`src/rtl/key_pulse_debouncer_if.sv`:
```
// Button/key bundle between the raw switch inputs, the debouncer and the lock FSM.
interface key_pulse_debouncer_if;
    logic [3:0] btn_raw;
    logic [3:0] keys;
    logic       held;

    modport master (output btn_raw, input keys, input held);
    modport slave  (input btn_raw, output keys, output held);
endinterface

```
`src/rtl/key_pulse_debouncer.sv`:
```
// 4-key debouncer: synchronizes bouncing buttons and emits a one-cycle one-hot pulse per press.
// Define KEY_REPEAT_EN to add auto-repeat pulses every REPEAT_CYCLES while a key stays held.
module key_pulse_debouncer #(
    parameter int DEBOUNCE_CYCLES = 4,
    parameter int REPEAT_CYCLES   = 16
) (
    input  logic                  clk,
    input  logic                  reset,
    key_pulse_debouncer_if.slave  bus
);
    localparam int MAXP = (DEBOUNCE_CYCLES > REPEAT_CYCLES) ? DEBOUNCE_CYCLES : REPEAT_CYCLES;
    localparam int CW   = (MAXP > 1) ? $clog2(MAXP) : 1;
    localparam logic [CW-1:0] DB_LAST = CW'(DEBOUNCE_CYCLES - 1);

    typedef enum logic [1:0] {IDLE, PRESS_WAIT, HELD, RELEASE_WAIT} state_t;

    state_t        r_state, w_state_nxt;
    logic [CW-1:0] r_cnt, w_cnt_nxt;
    logic [3:0]    r_code, w_code_nxt;
    logic [3:0]    r_sync1, r_sync;
    logic [3:0]    r_keys, w_keys_nxt;
    logic          r_held;
`ifdef KEY_REPEAT_EN
    localparam logic [CW-1:0] RP_LAST = CW'(REPEAT_CYCLES - 1);
    logic [CW-1:0] r_rcnt, w_rcnt_nxt;
`endif

    always_ff @(posedge clk) begin
        if (reset) begin
            r_sync1 <= '0;
            r_sync  <= '0;
            r_state <= IDLE;
            r_cnt   <= '0;
            r_code  <= '0;
            r_keys  <= '0;
            r_held  <= 1'b0;
`ifdef KEY_REPEAT_EN
            r_rcnt  <= '0;
`endif
        end else begin
            r_sync1 <= bus.btn_raw;
            r_sync  <= r_sync1;
            r_state <= w_state_nxt;
            r_cnt   <= w_cnt_nxt;
            r_code  <= w_code_nxt;
            r_keys  <= w_keys_nxt;
            r_held  <= (w_state_nxt == HELD);
`ifdef KEY_REPEAT_EN
            r_rcnt  <= w_rcnt_nxt;
`endif
        end
    end

    always_comb begin
        w_state_nxt = r_state;
        w_cnt_nxt   = r_cnt;
        w_code_nxt  = r_code;
        w_keys_nxt  = '0;
`ifdef KEY_REPEAT_EN
        w_rcnt_nxt  = r_rcnt;
`endif
        case (r_state)
            IDLE: begin
                if ($onehot(r_sync)) begin
                    w_code_nxt  = r_sync;
                    w_cnt_nxt   = '0;
                    w_state_nxt = PRESS_WAIT;
                end else if (r_sync != 4'b0000) begin
                    // chords are never accepted; wait for all keys up first
                    w_cnt_nxt   = '0;
                    w_state_nxt = RELEASE_WAIT;
                end
            end
            PRESS_WAIT: begin
                if (r_sync != r_code) begin
                    w_state_nxt = IDLE;
                end else if (r_cnt == DB_LAST) begin
                    w_keys_nxt  = r_code;
                    w_state_nxt = HELD;
`ifdef KEY_REPEAT_EN
                    w_rcnt_nxt  = '0;
`endif
                end else begin
                    w_cnt_nxt = r_cnt + 1'b1;
                end
            end
            HELD: begin
                if (r_sync != r_code) begin
                    w_cnt_nxt   = '0;
                    w_state_nxt = RELEASE_WAIT;
                end
`ifdef KEY_REPEAT_EN
                else if (r_rcnt == RP_LAST) begin
                    w_keys_nxt = r_code;
                    w_rcnt_nxt = '0;
                end else begin
                    w_rcnt_nxt = r_rcnt + 1'b1;
                end
`endif
            end
            RELEASE_WAIT: begin
                if (r_sync != 4'b0000) begin
                    w_cnt_nxt = '0;
                end else if (r_cnt == DB_LAST) begin
                    w_state_nxt = IDLE;
                end else begin
                    w_cnt_nxt = r_cnt + 1'b1;
                end
            end
            default: w_state_nxt = IDLE;
        endcase
    end

    assign bus.keys = r_keys;
    assign bus.held = r_held;
endmodule

```
`src/flat_wrapper.sv`:
```
// flat-port wrapper written by rule: the top's interface ports become plain ports
module key_pulse_debouncer_flat 
#(
    parameter int DEBOUNCE_CYCLES = 4,
    parameter int REPEAT_CYCLES   = 16
)
  (clk, reset, bus_btn_raw, bus_keys, bus_held);
  key_pulse_debouncer_if bus_i ();
  input  logic clk;
  input  logic reset;
  input wire logic [$bits(bus_i.btn_raw)-1:0] bus_btn_raw;
  output wire logic [$bits(bus_i.keys)-1:0] bus_keys;
  output wire logic [$bits(bus_i.held)-1:0] bus_held;
  assign bus_i.btn_raw = bus_btn_raw;
  assign bus_keys = bus_i.keys;
  assign bus_held = bus_i.held;
  key_pulse_debouncer #(.DEBOUNCE_CYCLES(DEBOUNCE_CYCLES), .REPEAT_CYCLES(REPEAT_CYCLES)) u_core (.clk(clk), .reset(reset), .bus(bus_i));
endmodule
```
`config.mk`:
```
export PLATFORM = sky130hd
export DESIGN_NAME = key_pulse_debouncer_flat
export DESIGN_NICKNAME = d
export VERILOG_FILES = /design/src/rtl/key_pulse_debouncer_if.sv /design/src/rtl/key_pulse_debouncer.sv /design/src/flat_wrapper.sv
export SDC_FILE = /design/constraint.sdc
export NUM_CORES = 1
export LEC_CHECK = 0
export CORE_AREA = 2 2 50 52
export CTS_CLUSTER_DIAMETER = 60
export DETAILED_ROUTE_END_ITERATION = 8
export DIE_AREA = 0 0 52 54
export HOLD_SLACK_MARGIN = 0.02
export PLACE_DENSITY = 0.69
export SLEW_MARGIN = 5
export SYNTH_ARGS = -nofsm -noshare
export SYNTH_HDL_FRONTEND = slang
export SYNTH_SLANG_ARGS = --single-unit
```
`constraint.sdc`:
```
create_clock -name clk -period 3 [get_ports clk]
set_input_delay 0.3 -clock clk [delete_from_list [all_inputs] [get_ports clk]]
set_output_delay 0.3 -clock clk [all_outputs]
set_load 0.01 [all_outputs]
```
==> Yosys cells after proc, flatten, opt, wreduce, memory -nomap -nowiden <==
Index checks and enable logic that the tools add are counted.
{ "word_totals": {"reg_bits": 23, "output_inout_bits": 5, "input_bits": 6, "elab_cells": 43} }
{ "classes": {"n_reduce_logical": 5, "bitwise": 2, "add_sub_neg": 4, "mux": 15, "n_eq_ne": 10} }
{ "op_table": {"columns": ["cell", "n"], "rows": [
  ["2-to-1 mux 4 bit", 6],
  ["case mux 4 bit (4 select lines)", 1],
  ["2-to-1 mux 2 bit", 7],
  ["case mux 2 bit (4 select lines)", 1],
  ["== test 2 bit, second input constant", 3],
  ["adder 1 x 1 -> 2 bit", 2],
  ["adder 4 x 1 -> 4 bit, second input constant", 1],
  ["== test 4 x 2 -> 1 bit, second input constant", 1],
  ["!= test 4 bit", 1],
  ["nonzero test 4 bit", 1],
  ["OR reduction 4 bit", 1],
  ["adder 3 bit", 1],
  ["== test 3 x 1 -> 1 bit, second input constant", 1],
  ["!= test 3 x 1 -> 1 bit, second input constant", 1],
  ["AND reduction 3 bit", 1],
  ["== test 2 x 1 -> 1 bit, second input constant", 1],
  ["logical NOT 2 bit", 1],
  ["!= test 2 x 1 -> 1 bit, second input constant", 1],
  ["!= test 2 bit, second input constant", 1],
  ["inverter 1 bit", 2],
  ["AND reduction 2 bit", 1]
]} }

==> Logic depth before layout (Yosys ltp) <==
Gate-level depths: netlist of the first run.
{ "logic_depth": {"word_depth": 6, "mapped_depth": 10, "mapped_depth_nobuf": 9} }

==> Least setup slack after synthesis of the first run <==
No wires, ideal clock.
{ "synth_timing": {"path_kind": "flip-flop to flip-flop", "from": "register u_core.r_sync[0]", "to": "register u_core.r_code[0]", "path_buffers": 1, "path_stages_with_launch": 10, "period_less_slack_ps": 2485, "arrival_ps": 2357, "setup_time_ps": 129, "required_time_ps": 2871, "slack_ps": 515, "cell_sequence": "dfxtp_1 -> inv_1 -> ha_1 -> ha_1 -> fa_1 -> or3b_4 -> or3_1 -> buf_6 -> a21oi_1 -> nor2_1"} }
{ "synth_via": {"elab_chain_len": 4} }
{ "synth_lines": {"columns": ["item", "line_no", "source"], "rows": [
  ["from (decl)", "key_pulse_debouncer.sv:20", "logic [3:0] r_sync1, r_sync;"],
  ["from (signal assigned)", "key_pulse_debouncer.sv:42", "r_sync <= r_sync1;"],
  ["adder 1 x 1 -> 2 bit (not written as such)", "key_pulse_debouncer.sv:64", "if ($onehot(r_sync)) begin"],
  ["adder 3 bit (not written as such)", "key_pulse_debouncer.sv:64", null],
  ["== test 3 x 1 -> 1 bit", "key_pulse_debouncer.sv:64", null],
  ["AND reduction 2 bit (no source line)", null, null],
  ["to (signal assigned)", "key_pulse_debouncer.sv:45", "r_code <= w_code_nxt;"],
  ["to (decl)", "key_pulse_debouncer.sv:19", "logic [3:0] r_code, w_code_nxt;"]
]} }
Several ways; a longest one is shown, not always the timed one.
A chain may end at the register's enable or synchronous reset.

==> Final worst setup path of the first run <==
{ "layout_timing": {"from": "register u_core.r_sync[0]", "to": "register u_core.r_code[2]"} }
{ "layout_via": {"elab_chain_len": 4} }
{ "layout_lines": {"columns": ["item", "line_no"], "rows": [
  ["adder 1 x 1 -> 2 bit (not written as such)", "key_pulse_debouncer.sv:64"],
  ["adder 3 bit (not written as such)", "key_pulse_debouncer.sv:64"],
  ["== test 3 x 1 -> 1 bit", "key_pulse_debouncer.sv:64"],
  ["AND reduction 2 bit (no source line)", null]
]} }
Every way passes these cells.

==> implementation parameters, run 1 <==
Parameter                              Value

Pwr
  P per Cell Area    498.8 nW/um2
  Reg power frac    56.2%
  Switching Power    0.1861 mW
  Cell internal power dissipation    0.4324 mW
  Fraction of power spent switching nets    30.09%
  Maximum vdd ir drop    262.9 uV
  Leakage dissipation    0.4924 nW
  Clk pwr share    23.6%
  Comb pwr share    20.2%

Critical path
  Critical Path Source Type    flip-flop
  Slack of the worst reg-to-reg path    0.33 ns
  Series of cell instances along the critical path    inv_1 > ha_1 > ha_1 > fa_1 > or3b_4 > or3_1 > a21oi_1 > nor2_1
  Arrival @ worst endpoint    2.89 ns
  Start of the worst register-to-register path    u_core.r_sync[0]
  CP Class    reg -> reg
  CP Max Fanout    8
  Endpoint required time on the critical path    3.22 ns
  R2r endpoint    u_core.r_code[2]
  Largest stage delay on the critical path    0.47 ns
  Length in cells of the worst reg-to-reg path    8
  Critical path capture point type    flip-flop
  Standard cell with the maximum stage delay on the critical path    sky130_fd_sc_hd__or3_1
  Cell type with the highest occurrence count on the critical path    sky130_fd_sc_hd__ha_1
  Capturing instance or port of the critical path    u_core.r_code[2]
  Beginning of the critical path    u_core.r_sync[0]

Logic synthesis
  Async SR Flop Fraction    0%
  Number of enable-type register cells in the synthesized netlist    0
  Number of synthesis warnings    0
  Count of different cell masters after synthesis    38
  Post-synthesis cell area    1091 um2
  Avg Inst Size Synth    9.741 um2
  Seq cells post-synth    23
  Synthesized netlist cell count    112
  Share of synthesized area occupied by flip-flops and latches    42.20%
  Number of nets produced by synthesis    125
  Leading register cell type out of synthesis    sky130_fd_sc_hd__dfxtp_1

STA
  Final TNS setup    0 ns
  Final setup violation count    0
  Slew of the pin with the lowest slew margin    0.4717 ns
  Worst slew margin relative to its limit    68.51%
  Period utilisation layout    88.90%
  Minimum period implied by the final worst setup slack    2.667 ns
  Achievable Freq    375.0 MHz
  Pins Over Slew Limit    0
  Clock Skews    0.002556 ns
  Number of endpoints with negative hold slack in the final report    0
  Unrepaired setup endpoints after global routing    no
  Setup slack after layout    0.3330 ns

Global route
  Global route total overflow    0
  Via count of the first global-routing pass    771
  Number of antenna violations at the first check in global routing    0
  First-pass GRT wire length    3.111 mm
  Pin count of the biggest net entering global routing    16
  Global routing usage summed across all routing layers    15.47%

CTS
  Root buffer selected by CTS    sky130_fd_sc_hd__clkbuf_4
  Resized Gates After CTS    0
  Worst-case clock buffer depth    2
  # hold bufs at CTS    0
  Clock input transition at the sequential cells of the worst setup and hold paths    0.13 ns
  CTS tree    done
  Number of buffers created by CTS    3
  Buffers inserted during post-CTS setup optimization    0
  Latest clock arrival within the worst-skew pair    0.31 ns
  H-tree depth    1
  Number of clock sinks seen by CTS    23

Placed design
  Worst slack, placed    0.3429 ns
  Detailed-placement wirelength estimate    1.295 mm
  Placer Congestion    0.8117
  Count of input and output buffers    10

Routing
  Post-DR wirelength/cell    11.50 um
  Routed via count divided by cell count    5.065
  Drt pass-1 iters    4
  Aggregate routed wire length    1.759 mm
  Number of nets with antenna violations after routing    0
  Total number of vias    775
  Starting DRT DRC Count    10
  Remaining design rule violation count    0

Layout
  Nets@finish    137
  P&R area growth vs syn    13.65%
  Proportion of layout cells with a drive suffix above 1    12.20%
  Diodes inserted    0

Floorplan
  Number of placement rows    18
  Total I/O pin count    11
  Area inside the core boundary    2320 um2
  DIE WIDTH    52 um
  Effective utilization at floorplan    47.03%
  Vert. Die Dim    54 um
  Die ar.    2808 um2

Status
  Run status    finished clean

Job
  Max-cap violations    0

Hold path
  Worst Hold Class    reg -> reg
[how the worst min path moves through the flow]
stage | from | to | slack [ns] | depth (start not counted)
after global routing | u_core.r_sync1[3] | u_core.r_sync[3] | 0.47 | 1
final | u_core.r_sync1[3] | u_core.r_sync[3] | 0.45 | 1
after CTS | u_core.r_sync1[3] | u_core.r_sync[3] | 0.45 | 1
after detailed placement | u_core.r_sync1[3] | u_core.r_sync[3] | 0.42 | 1
after global placement | u_core.r_sync1[0] | u_core.r_sync[0] | 0.42 | 1
after floorplan | reset | u_core.r_sync1[1] | 0.37 | 1
[sequential cells by signal, indices dropped and copies added, names as in the netlist]
| register | cells |
|---|---|
| u_core.r_cnt | 4 |
| u_core.bus.held | 1 |
| u_core.r_sync1 | 4 |
| u_core.bus.keys | 4 |
| u_core.r_sync | 4 |
| u_core.r_state | 2 |
| u_core.r_code | 4 |
[metrics by stage]
step	instance area, um2	total power, mW	utilization, %	std cells	hold WS [ns]
6_report	1240	0.6185	53.45	153	0.4512
3_5_place_dp	1212	0.4797	52.27	149	0.4234
5_1_grt	1240	0.6579	53.45	153	0.4656
4_1_cts	1240	0.6242	53.45	153	0.4541
3_3_place_gp	1212	0.4759	52.27	149	0.4177
2_1_floorplan	1091	0.4529	-	112	0.3716
[cells in the mapped netlist (2+ instances only)]
cell type	n	area (um2)
sky130_fd_sc_hd__dfxtp_1	23	460.4
sky130_fd_sc_hd__nor2b_1	10	62.56
sky130_fd_sc_hd__inv_1	8	30.03
sky130_fd_sc_hd__and2_1	6	37.54
sky130_fd_sc_hd__ha_1	6	75.07
sky130_fd_sc_hd__nor2_1	6	22.52
sky130_fd_sc_hd__a21oi_1	5	25.02
sky130_fd_sc_hd__nand2_1	5	18.77
sky130_fd_sc_hd__nor2_2	5	31.28
sky130_fd_sc_hd__xnor2_1	4	35.03
sky130_fd_sc_hd__nand3_1	3	15.01
sky130_fd_sc_hd__o21ai_1	3	15.01
sky130_fd_sc_hd__mux2i_1	2	20.02
sky130_fd_sc_hd__nand2b_1	2	12.51
[per-layer routing]
layer  GRT usage [%]  up-vias  routed length [um]
li1                -      397                   -
met1           17.98      356                 811
met2           25.32       16                 812
met3           2.778        6                  59
met4           11.84        0                  75
met5               0        -                   0
[worst max-delay path, delay by kind of cell (launching register included)]
family / cells / cell delay [ns]
DFF: 1 / 0.40
buffers and inverters: 1 / 0.09
adders and majority gates: 3 / 0.93
and+or+nand+nor: 3 / 0.94
AOI/OAI and AO/OA: 1 / 0.21
[cell type report]
cell class              instances  area [um2]
flip-flops and latches         23       460.4
clock buffers                   3       22.52
repair buffers                 11       107.6
fillers                       207        1080
inverters                       8       30.03
multi-input cells              77       576.8
clock inverters                 1       5.005
well taps                      30       37.54
[cell families (layout without fill, tap and decap cells)]
logic type | count (synthesis) | in the layout | synth area share, %
adders and majority gates | 7 | 7 | 8.715
and+or+nand+nor | 46 | 46 | 27.41
muxes | 2 | 2 | 1.835
xor gates and xnor gates | 5 | 5 | 4.014
buffers and inverters | 12 | 23 | 4.930
AOI/OAI and AO/OA | 17 | 17 | 10.90
DFF | 23 | 23 | 42.20
[cell usage in the layout (no fill, tap or decap), types with 2 or more instances in the layout]
master / count
sky130_fd_sc_hd__nand2b_1: 2
sky130_fd_sc_hd__xnor2_1: 4
sky130_fd_sc_hd__o21ai_1: 3
sky130_fd_sc_hd__nand3_1: 3
sky130_fd_sc_hd__nor2b_1: 10
sky130_fd_sc_hd__dfxtp_1: 23
sky130_fd_sc_hd__nor2_2: 5
sky130_fd_sc_hd__a21oi_1: 5
sky130_fd_sc_hd__nor2_1: 6
sky130_fd_sc_hd__mux2i_1: 2
sky130_fd_sc_hd__inv_1: 8
sky130_fd_sc_hd__and2_1: 6
sky130_fd_sc_hd__ha_1: 6
sky130_fd_sc_hd__nand2_1: 5
sky130_fd_sc_hd__clkdlybuf4s50_1: 10
sky130_fd_sc_hd__clkbuf_4: 3
[power by group through the flow]
stage	Combinational [mW]	Sequential, mW	Clock, mW
2_1_floorplan	0.114	0.339	0
3_3_place_gp	0.122	0.354	0
3_5_place_dp	0.125	0.354	0
4_1_cts	0.126	0.347	0.151
5_1_grt	0.141	0.352	0.165
6_report	0.125	0.348	0.146
Power figures use the tool's default switching activity.
==> run 2, diff against run 1 <==
Settings changed: MAX_ROUTING_LAYER set to met4.
==> run 2 against run 1 <==
  * Clock skew shrank 0.00069 ns
  * Maximum frequency is 0.86% lower
  * Combinational power hardly changed
  * Die area did not move
  * Sequential power hardly changed
  * Count of clock-buffer cells in the layout unchanged
  * Clock power shrank 3%
  * Critical endpoint unchanged
  * Global-route usage rose by 0.077 points
  * Final area is the same
  * Sequential cell count unchanged
  * First-iteration DRC count is 20% lower
  * Worst setup slack worse by 0.023 ns
==> implementation parameters, run 2 (synthesis gave the netlist of run 1 again) <==
Parameter                              Value

Floorplan
  Vert. Die Dim    54 um
  Die ar.    2808 um2
  Number of placement rows    18
  Total I/O pin count    11
  Area inside the core boundary    2320 um2
  DIE WIDTH    52 um
  Effective utilization at floorplan    47.03%

STA
  Final TNS setup    0 ns
  Final setup violation count    0
  Minimum period implied by the final worst setup slack    2.690 ns
  Slew of the pin with the lowest slew margin    0.4642 ns
  Worst slew margin relative to its limit    69.01%
  Unrepaired setup endpoints after global routing    no
  Number of endpoints with negative hold slack in the final report    0
  Pins Over Slew Limit    0
  Hold Worst Slack    0.4557 ns
  Achievable Freq    371.7 MHz
  Period utilisation layout    89.67%
  Clock Skews    0.001866 ns

CTS
  Clock input transition at the sequential cells of the worst setup and hold paths    0.12 ns
  # hold bufs at CTS    0
  H-tree depth    1
  Root buffer selected by CTS    sky130_fd_sc_hd__clkbuf_4
  Buffers inserted during post-CTS setup optimization    0
  Number of buffers created by CTS    3
  Worst-case clock buffer depth    2
  Number of clock sinks seen by CTS    23
  Latest clock arrival within the worst-skew pair    0.30 ns
  Resized Gates After CTS    0
  CTS tree    done

Layout
  Diodes inserted    0
  Most used cells in the layout excluding fill and tap cells    sky130_fd_sc_hd__dfxtp_1, sky130_fd_sc_hd__nor2b_1, sky130_fd_sc_hd__clkdlybuf4s50_1
  Area used by multi-input combinational logic    576.8 um2
  Proportion of layout cells with a drive suffix above 1    12.20%
  Reg area    460.4 um2
  Final std cells w/o fill    153
  Final-layout fill cell count    215
  P&R area growth vs syn    13.65%
  Nets@finish    137
  Most frequent standard cell in the layout excluding fill and tap cells    sky130_fd_sc_hd__dfxtp_1
  Finished Core Util    53.45%

Critical path
  Length in cells of the worst reg-to-reg path    8
  Critical path capture point type    flip-flop
  Beginning of the critical path    u_core.r_sync[0]
  Critical Path Source Type    flip-flop
  Endpoint required time on the critical path    3.21 ns
  Start of the worst register-to-register path    u_core.r_sync[0]
  Arrival @ worst endpoint    2.90 ns
  R2r endpoint    u_core.r_code[2]
  Slack of the worst reg-to-reg path    0.31 ns
  Capturing instance or port of the critical path    u_core.r_code[2]
  CP Class    reg -> reg
  CP Max Fanout    8

Global route
  Met1 GRT Util    18.46%
  Met3 layer usage reported by global route    2.778%
  Global routing usage summed across all routing layers    15.54%
  Via count of the first global-routing pass    679
  First-pass GRT wire length    3.001 mm
  Global route total overflow    0
  Met2 usage    25.11%
  Number of antenna violations at the first check in global routing    0
  Most utilized layer in the global route result    met2
  Pin count of the biggest net entering global routing    16

Routing
  Routed via count divided by cell count    5.111
  Remaining design rule violation count    0
  Total number of vias    782
  Number of nets with antenna violations after routing    0
  Aggregate routed wire length    1.823 mm
  Drt pass-1 iters    4
  Post-DR wirelength/cell    11.92 um
  Starting DRT DRC Count    8

Placed design
  Placed cell count    149
  Placer Congestion    0.8141
  Count of input and output buffers    10
  Detailed-placement wirelength estimate    1.376 mm

Pwr
  P per Cell Area    496.2 nW/um2
  Maximum vdd ir drop    277.8 uV
  Leakage dissipation    0.4924 nW

Status
  Run status    finished clean

Hold path
  Worst Hold Class    reg -> reg

Job
  Max-cap violations    0
[run 2: layout make-up]
class	instances	area share, %
clock buffers	3	1.816
clock inverters	1	0.4036
inverters	8	2.422
multi-input cells	77	46.52
flip-flops and latches	23	37.13
well taps	30	3.027
repair buffers	11	8.678
[run 2: how the worst min path moves through the flow]
stage / start / to / cells after the start
floorplan: reset / u_core.r_sync1[1] / 1
global placement: u_core.r_sync1[0] / u_core.r_sync[0] / 1
detailed placement: u_core.r_sync1[3] / u_core.r_sync[3] / 1
CTS: u_core.r_sync1[0] / u_core.r_sync[0] / 1
global route: u_core.r_sync1[3] / u_core.r_sync[3] / 1
finish: u_core.r_sync1[2] / u_core.r_sync[2] / 1
[run 2: power breakdown]
part           switching (mW)  total [mW]  internal (mW)  leakage [nW]
clock                  0.0912       0.141         0.0497        0.0177
combinational          0.0660       0.126         0.0604         0.287
sequential             0.0256       0.348          0.322         0.188
total                   0.183       0.615          0.432         0.492
[run 2: critical path: stages (launching register included)]
cell and delay, ns:
sky130_fd_sc_hd__dfxtp_1 0.40, sky130_fd_sc_hd__inv_1 0.09, sky130_fd_sc_hd__ha_1 0.31, sky130_fd_sc_hd__ha_1 0.21, sky130_fd_sc_hd__fa_1 0.42, sky130_fd_sc_hd__or3b_4 0.42, sky130_fd_sc_hd__or3_1 0.48, sky130_fd_sc_hd__a21oi_1 0.21
sky130_fd_sc_hd__nor2_1 0.05
[run 2: layer usage]
| layer | vias to the layer above | routed length (um) |
|---|---|---|
| li1 | 397 | - |
| met3 | 4 | 63 |
| met2 | 15 | 903 |
| met5 | - | 0 |
| met1 | 366 | 823 |
| met4 | 0 | 32 |
[run 2: through the flow]
stage               worst slack [ns]  area [um2]  power (mW)
floorplan                     0.5146        1091      0.4529
global placement              0.3788        1212      0.4761
detailed placement            0.3023        1212      0.4815
CTS                           0.2970        1240      0.6233
global route                  0.1881        1240      0.6560
finish                        0.3098        1240      0.6153
